## src/rtl/uart_reg_master.sv

```systemverilog
// ============================================================================
// Module      : uart_reg_master
// Description : 8N1 UART receiver driving a small command parser that issues
//               register-file write (A5 addr data) and read (5A addr) strobes.
// Revision    : 1.0 - initial release
// ============================================================================
`default_nettype none

module uart_reg_master #(
    parameter int CLKS_PER_BIT = 217,
    parameter int TIMEOUT_CLKS = 250000
) (
    input  logic       i_Clk,
    input  logic       i_Reset,
    input  logic       i_UART_RX,
    output logic       o_write_en,
    output logic [4:0] o_write_addr,
    output logic [7:0] o_write_data,
    output logic       o_read_en,
    output logic [4:0] o_read_addr,
    output logic       o_Frame_Error,
    output logic       o_Cmd_Error
);

    localparam int CNT_W = $clog2(CLKS_PER_BIT + 1);
    localparam int TO_W  = $clog2(TIMEOUT_CLKS + 1);

    localparam logic [CNT_W-1:0] C_BIT_LAST  = CNT_W'(CLKS_PER_BIT - 1);
    localparam logic [CNT_W-1:0] C_HALF_LAST = CNT_W'(CLKS_PER_BIT / 2 - 1);
    localparam logic [TO_W-1:0]  C_TIMEOUT   = TO_W'(TIMEOUT_CLKS);
    localparam logic [7:0]       C_HDR_WRITE = 8'hA5;
    localparam logic [7:0]       C_HDR_READ  = 8'h5A;

    typedef enum logic [1:0] {RX_IDLE, RX_START, RX_DATA, RX_STOP} rx_state_t;
    typedef enum logic [1:0] {CMD_IDLE, CMD_WADDR, CMD_WDATA, CMD_RADDR} cmd_state_t;

    // ---------------- receiver state ----------------
    logic             r_rx_meta, r_rx_sync;
    rx_state_t        r_rx_state, w_rx_next;
    logic [CNT_W-1:0] r_bit_cnt, w_bit_cnt_next;
    logic [2:0]       r_bit_idx, w_bit_idx_next;
    logic [7:0]       r_shift, w_shift_next;
    logic             r_stop_hold, w_stop_hold_next;
    logic             w_byte_valid, w_frame_err;
    logic             r_frame_error;

    // ---------------- parser state ----------------
    cmd_state_t       r_cmd_state, w_cmd_next;
    logic [4:0]       r_addr_latch, w_addr_latch_next;
    logic [TO_W-1:0]  r_idle_cnt;
    logic             w_timeout, w_addr_ok;
    logic             r_write_en, w_write_en_next;
    logic             r_read_en, w_read_en_next;
    logic [4:0]       r_write_addr, w_write_addr_next;
    logic [7:0]       r_write_data, w_write_data_next;
    logic [4:0]       r_read_addr, w_read_addr_next;
    logic             r_cmd_error, w_cmd_error_next;

    // Two-flop synchronizer; resets to the idle-high line level
    always_ff @(posedge i_Clk or posedge i_Reset) begin
        if (i_Reset) begin
            r_rx_meta <= 1'b1;
            r_rx_sync <= 1'b1;
        end else begin
            r_rx_meta <= i_UART_RX;
            r_rx_sync <= r_rx_meta;
        end
    end

    // Receiver state and bit-timing registers
    always_ff @(posedge i_Clk or posedge i_Reset) begin
        if (i_Reset) begin
            r_rx_state    <= RX_IDLE;
            r_bit_cnt     <= '0;
            r_bit_idx     <= 3'd0;
            r_shift       <= 8'h00;
            r_stop_hold   <= 1'b0;
            r_frame_error <= 1'b0;
        end else begin
            r_rx_state    <= w_rx_next;
            r_bit_cnt     <= w_bit_cnt_next;
            r_bit_idx     <= w_bit_idx_next;
            r_shift       <= w_shift_next;
            r_stop_hold   <= w_stop_hold_next;
            r_frame_error <= w_frame_err;
        end
    end

    // Receiver next-state: mid-bit sampling; a bad stop bit parks in RX_STOP until the line is high
    always_comb begin
        w_rx_next        = r_rx_state;
        w_bit_cnt_next   = r_bit_cnt;
        w_bit_idx_next   = r_bit_idx;
        w_shift_next     = r_shift;
        w_stop_hold_next = r_stop_hold;
        w_byte_valid     = 1'b0;
        w_frame_err      = 1'b0;
        unique case (r_rx_state)
            RX_IDLE: begin
                w_bit_cnt_next = '0;
                w_bit_idx_next = 3'd0;
                if (!r_rx_sync) w_rx_next = RX_START;
            end
            RX_START: begin
                if (r_bit_cnt == C_HALF_LAST) begin
                    w_bit_cnt_next = '0;
                    w_rx_next      = r_rx_sync ? RX_IDLE : RX_DATA;
                end else begin
                    w_bit_cnt_next = r_bit_cnt + 1'b1;
                end
            end
            RX_DATA: begin
                if (r_bit_cnt == C_BIT_LAST) begin
                    w_bit_cnt_next = '0;
                    w_shift_next   = {r_rx_sync, r_shift[7:1]};
                    w_bit_idx_next = r_bit_idx + 1'b1;
                    if (r_bit_idx == 3'd7) w_rx_next = RX_STOP;
                end else begin
                    w_bit_cnt_next = r_bit_cnt + 1'b1;
                end
            end
            RX_STOP: begin
                if (r_stop_hold) begin
                    if (r_rx_sync) begin
                        w_stop_hold_next = 1'b0;
                        w_rx_next        = RX_IDLE;
                    end
                end else if (r_bit_cnt == C_BIT_LAST) begin
                    w_bit_cnt_next = '0;
                    if (r_rx_sync) begin
                        w_byte_valid = 1'b1;
                        w_rx_next    = RX_IDLE;
                    end else begin
                        w_frame_err      = 1'b1;
                        w_stop_hold_next = 1'b1;
                    end
                end else begin
                    w_bit_cnt_next = r_bit_cnt + 1'b1;
                end
            end
            default: w_rx_next = RX_IDLE;
        endcase
    end

    assign w_timeout = (r_cmd_state != CMD_IDLE) && (r_idle_cnt == C_TIMEOUT);
    assign w_addr_ok = (r_shift[7:5] == 3'b000);

    // Inter-byte idle counter: saturates at the timeout value, held at zero when idle
    always_ff @(posedge i_Clk or posedge i_Reset) begin
        if (i_Reset) begin
            r_idle_cnt <= '0;
        end else if (w_byte_valid || (r_cmd_state == CMD_IDLE)) begin
            r_idle_cnt <= '0;
        end else if (r_idle_cnt != C_TIMEOUT) begin
            r_idle_cnt <= r_idle_cnt + 1'b1;
        end
    end

    // Parser state and registered outputs
    always_ff @(posedge i_Clk or posedge i_Reset) begin
        if (i_Reset) begin
            r_cmd_state  <= CMD_IDLE;
            r_addr_latch <= 5'd0;
            r_write_en   <= 1'b0;
            r_read_en    <= 1'b0;
            r_write_addr <= 5'd0;
            r_write_data <= 8'h00;
            r_read_addr  <= 5'd0;
            r_cmd_error  <= 1'b0;
        end else begin
            r_cmd_state  <= w_cmd_next;
            r_addr_latch <= w_addr_latch_next;
            r_write_en   <= w_write_en_next;
            r_read_en    <= w_read_en_next;
            r_write_addr <= w_write_addr_next;
            r_write_data <= w_write_data_next;
            r_read_addr  <= w_read_addr_next;
            r_cmd_error  <= w_cmd_error_next;
        end
    end

    // Parser next-state: frame error beats a byte, a byte beats a timeout
    always_comb begin
        w_cmd_next        = r_cmd_state;
        w_addr_latch_next = r_addr_latch;
        w_write_en_next   = 1'b0;
        w_read_en_next    = 1'b0;
        w_write_addr_next = r_write_addr;
        w_write_data_next = r_write_data;
        w_read_addr_next  = r_read_addr;
        w_cmd_error_next  = 1'b0;
        if (w_frame_err) begin
            w_cmd_next = CMD_IDLE;
        end else if (w_byte_valid) begin
            unique case (r_cmd_state)
                CMD_IDLE: begin
                    if (r_shift == C_HDR_WRITE)     w_cmd_next = CMD_WADDR;
                    else if (r_shift == C_HDR_READ) w_cmd_next = CMD_RADDR;
                end
                CMD_WADDR: begin
                    if (w_addr_ok) begin
                        w_addr_latch_next = r_shift[4:0];
                        w_cmd_next        = CMD_WDATA;
                    end else begin
                        w_cmd_error_next = 1'b1;
                        w_cmd_next       = CMD_IDLE;
                    end
                end
                CMD_WDATA: begin
                    w_write_en_next   = 1'b1;
                    w_write_addr_next = r_addr_latch;
                    w_write_data_next = r_shift;
                    w_cmd_next        = CMD_IDLE;
                end
                CMD_RADDR: begin
                    if (w_addr_ok) begin
                        w_read_en_next   = 1'b1;
                        w_read_addr_next = r_shift[4:0];
                    end else begin
                        w_cmd_error_next = 1'b1;
                    end
                    w_cmd_next = CMD_IDLE;
                end
                default: w_cmd_next = CMD_IDLE;
            endcase
        end else if (w_timeout) begin
            w_cmd_error_next = 1'b1;
            w_cmd_next       = CMD_IDLE;
        end
    end

    assign o_write_en    = r_write_en;
    assign o_write_addr  = r_write_addr;
    assign o_write_data  = r_write_data;
    assign o_read_en     = r_read_en;
    assign o_read_addr   = r_read_addr;
    assign o_Frame_Error = r_frame_error;
    assign o_Cmd_Error   = r_cmd_error;

endmodule

`default_nettype wire

```

## config.mk

```make
export PLATFORM = sky130hd
export DESIGN_NAME = uart_reg_master
export DESIGN_NICKNAME = d
export VERILOG_FILES = /design/src/rtl/uart_reg_master.sv
export SDC_FILE = /design/constraint.sdc
export NUM_CORES = 1
export LEC_CHECK = 0
export CAP_MARGIN = 40
export CORE_MARGIN = 8
export CORE_UTILIZATION = 56
export CTS_BUF_LIST = sky130_fd_sc_hd__clkbuf_4 sky130_fd_sc_hd__clkbuf_8
export DETAILED_ROUTE_END_ITERATION = 10
export PLACE_DENSITY_LB_ADDON = 0.08
export SLEW_MARGIN = 30
export SYNTH_ARGS = -nofsm -noshare
export SYNTH_HDL_FRONTEND = slang
export SYNTH_SLANG_ARGS = --single-unit
```

## constraint.sdc

```tcl
create_clock -name i_Clk -period 6.5 [get_ports i_Clk]
set_clock_uncertainty 0.15 [all_clocks]
set_input_delay 1.3 -clock i_Clk [delete_from_list [all_inputs] [get_ports i_Clk]]
set_output_delay 1.3 -clock i_Clk [all_outputs]
set_load 0.005 [all_outputs]
```

==> summary.txt <==
Pwr
  • Combinational cell fraction of total power: 0.016
  • Leakage: approximately 1.7 nW
  • Seq pwr share: 0.554
  • Clk network pwr share: 0.430
  • Net Sw Frac: 0.2107
  • Int Pwr: approximately 0.63 mW
  • VDD IR max: 0.0001484 V
  • PwrDens: around 200 nW/um^2
  • Total power: roughly 0.80 mW
  • Switching Power: ~0.17 mW

Routing
  • Routed wl met2: roughly 3000 um
  • Uppermost layer routed: met4
  • DRC: 0
  • ANT nets after route: 0
  • Routed WL per cell: around 16 um
  • Initial detailed-routing violation count: 126
  • Metal3 WL: 294 um
  • First-pass DRT Iterations: 4
  • WL final: about 6500 um
  • DR vias/cell: roughly 5.8
  • Via count: between 2000 and 2500
  • Post-Route M1 WL: between 3000 and 4000 um

Place
  • Pre-CTS WS: ~3.9 ns
  • Dpl hpwl: 4542 um
  • Standard cell area after detailed placement: between 3000 and 4000 sq um
  • Port bufs: 24
  • RePlAce Congestion: slightly below 0.9

Floorplan
  • Core area: roughly 6000 sq um
  • Chip Height: around 95 um
  • Die X: between 90 and 100 um
  • Initial Utilization: 0.5811
  • # rows: 28
  • Die area: 8952 sq um
  • Boundary Pins: 25

Synthesis
  • Synthesized area: around 3500 sq um
  • Synth cell types: 56
  • Synth Area in XOR/XNOR: 0.03543
  • Post-synthesis mux area share: 0.1103
  • Cell count after synthesis: between 300 and 400
  • Sequential-to-total area share from yosys stat: 0.5141
  • Largest cells by area after synthesis: dfrtp_1 50%, mux2_2 10%, ha_1 2.2%, nand2_1 2.2%, nand3_1 2.2%
  • Area leader, netlist: dfrtp_1
  • Compound-Gate Fraction of Synth Area: 0.08134
  • Synth Area in Adders: 0.02169
  • Area share of the largest cell type after synthesis: 0.4989
  • Synth Net Count: around 320
  • Avg Cell Area, Syn: 11.24 sq um
  • Main synth FF type: dfrtp_1
  • Post-synth EDFFs: 0
  • Synthesized flop and latch total: between 70 and 80
  • Largest family of logic cells by synthesized area: simple AND/OR/NAND/NOR gates
  • Simple-Gate Fraction of Synth Area: 0.2064
  • Ys Warns: 0
  • Post-synth ARST share: 1.000

CTS
  • Clock root buffer: clkbuf_8
  • Later-pin clock latency in the skew report: 0.34 ns
  • Setup bufs post-CTS: 0
  • Post_cts resized: 0
  • Htree depth: 3
  • CTS tree: built
  • Cts bufs inserted: 9
  • Clock Tree Buf Depth: 2
  • Worst-path clk slew: ~0.070 ns
  • # hold bufs at CTS: 0
  • Clock Sinks: roughly 70

Finish
  • Ant. Diodes: 0
  • Share of layout cells above drive strength 1: 0.1848
  • Cell area after layout: 3966 sq um
  • Final net count: ~350
  • Area grow syn2layout: 14.61%

GRT
  • Initial antenna violation count: 0
  • GRT Residual Overflow: 0
  • Largest net degree at the start of global routing: just under 50
  • Vias in the first global route: 2362
  • First-pass GRT wire length: 11420 um
  • Tot GR Track Use: 0.1622

Worst setup path
  • CP Capture Type: primary output
  • Flop2flop setup slack: around 3.9 ns
  • Crit path max-delay cell type: clkdlybuf4s50_1
  • Worst Path Arrival: ~1.2 ns
  • CP peak stage delay: roughly 0.52 ns
  • CP Cell Sequence: clkdlybuf4s50_1
  • CP required: about 5.1 ns
  • Critical path type: reg2out
  • CP max FO: 2
  • Type of origin of the critical path: flop
  • Worst Path Buf+Inv: 1
  • CP top delay family: buffers and inverters

STA
  • Final setup margin: between 3 and 4 ns
  • Final Critical Period: around 2.7 ns
  • Fin. Hold Viols: 0
  • TNS Setup: 0 ns
  • RSZ-0062 raised after global routing: no
  • # setup viols final: 0
  • Fin crit share: 0.4094
  • Slew HR: 0.5177
  • Max Fclk: ~380 MHz
  • Slew at the pin with the worst max-slew slack: 0.7233 ns
  • Slew Limit Fails: 0

Min path
  • Min-Delay Path Class: reg2reg

Run
  • Maxcap violations: 0

Outcome
  • Status: finished clean
power groups by stage:
stage	Sequential [mW]	Clock, mW	Combinational [mW]
after floorplan	0.452	0	0.00707
final	0.443	0.345	0.0128
after CTS	0.443	0.355	0.0135
after global routing	0.443	0.372	0.0153
after global placement	0.452	0	0.0113
after detailed placement	0.452	0	0.0136
sequential cells by signal (all words and copies together), names as in the netlist, named ones only:
name           flops
r_stop_hold        1
o_Frame_Error      1
r_bit_idx          3
o_read_addr        5
r_cmd_state        2
o_write_addr       5
r_shift            8
o_read_en          1
o_write_en         1
o_write_data       8
r_addr_latch       5
r_rx_sync          1
r_rx_state         1
r_idle_cnt        18
r_rx_meta          1
r_bit_cnt          8
o_Cmd_Error        1
cell type report:
class | instances | area (sq um)
tap | 75 | 93.84
fill | 501 | 1989
timing repair buffer | 26 | 275.3
clock buffer | 11 | 138.9
inverter | 12 | 45.04
sequential | 71 | 1779
clock inverter | 5 | 58.81
multi-input combinational | 216 | 1575
logic make-up after synthesis:
kind of cell	count (synthesis)
AND/OR/NAND/NOR	119
flip-flops	71
AO/OA/AOI/OAI	44
multiplexers	33
buffers and inverters	21
XOR/XNOR	14
adder cells (fa/ha/maj)	6
cell usage after synthesis (all sizes together), types with 2 or more instances:
| library cell | instances |
|---|---|
| dfstp | 2 |
| ha | 6 |
| nor4 | 6 |
| and3 | 4 |
| or3 | 3 |
| nor3 | 14 |
| nand3 | 15 |
| clkbuf | 5 |
| inv | 12 |
| o31ai | 2 |
| nand4b | 3 |
| o2111ai | 2 |
| mux2 | 31 |
| nor2b | 4 |
| a21oi | 9 |
| nor4bb | 4 |
| nor2 | 19 |
| xnor2 | 8 |
| or4 | 2 |
| and4 | 3 |
| nand2b | 2 |
| nand4 | 10 |
| o21ai | 14 |
| buf | 4 |
| o22ai | 2 |
| xor2 | 6 |
| a22oi | 3 |
| and3b | 2 |
| o211ai | 4 |
| nand2 | 21 |
| nand3b | 2 |
| dfrtp | 69 |
through the flow:
stage,hold WS (ns),cells,util
2_1_floorplan,0.1952,308,-
3_3_place_gp,0.2049,399,0.6282
3_5_place_dp,0.2050,400,0.6328
4_1_cts,0.2242,416,0.6660
5_1_grt,0.2281,416,0.6660
6_report,0.2206,416,0.6660
cell usage in the layout, fill, tap and decap left out, types with 2 or more instances in the layout:
cell type and instances:
nor4_1 5, o31ai_1 2, mux2_2 31, a22oi_1 3
a21oi_1 9, nand2b_1 2, dfrtp_1 69, dfstp_2 2
or4_1 2, nand3_1 15, nand2_1 20, ha_1 6
o211ai_1 4, nand4b_1 3, nor2_1 19, and3_1 4
clkbuf_8 9, clkinvlp_4 2, o21ai_0 13, clkbuf_4 2
and4_1 3, or3_1 2, inv_1 11, nor2b_1 4
xor2_1 6, o2111ai_1 2, xnor2_1 8, nor3_1 12
nand4_1 10, nor3_4 2, clkdlybuf4s50_1 24, nor4bb_1 4
o22ai_1 2
path summary, 6_finish.rpt:
kind / startpoint / end / cells past startpoint
worst max register to register: r_rx_state[0] / o_write_addr[0] / 4
worst min register to register: r_rx_meta / r_rx_sync / 0
max in group asynchronous: i_Reset / r_rx_sync / 4
worst min-delay path: r_rx_meta / r_rx_sync / 0
worst max-delay path: o_write_addr[3] / o_write_addr[3] / 1
min in group asynchronous: i_Reset / o_write_addr[0] / 3
layer usage:
layer | global-route usage | up-vias
met4 | 0.07022 | 0
met3 | 0.05714 | 11
li1 | - | 1185
met2 | 0.2422 | 37
met1 | 0.2088 | 1183
met5 | 0 | -
Power figures use the tool's default switching activity.
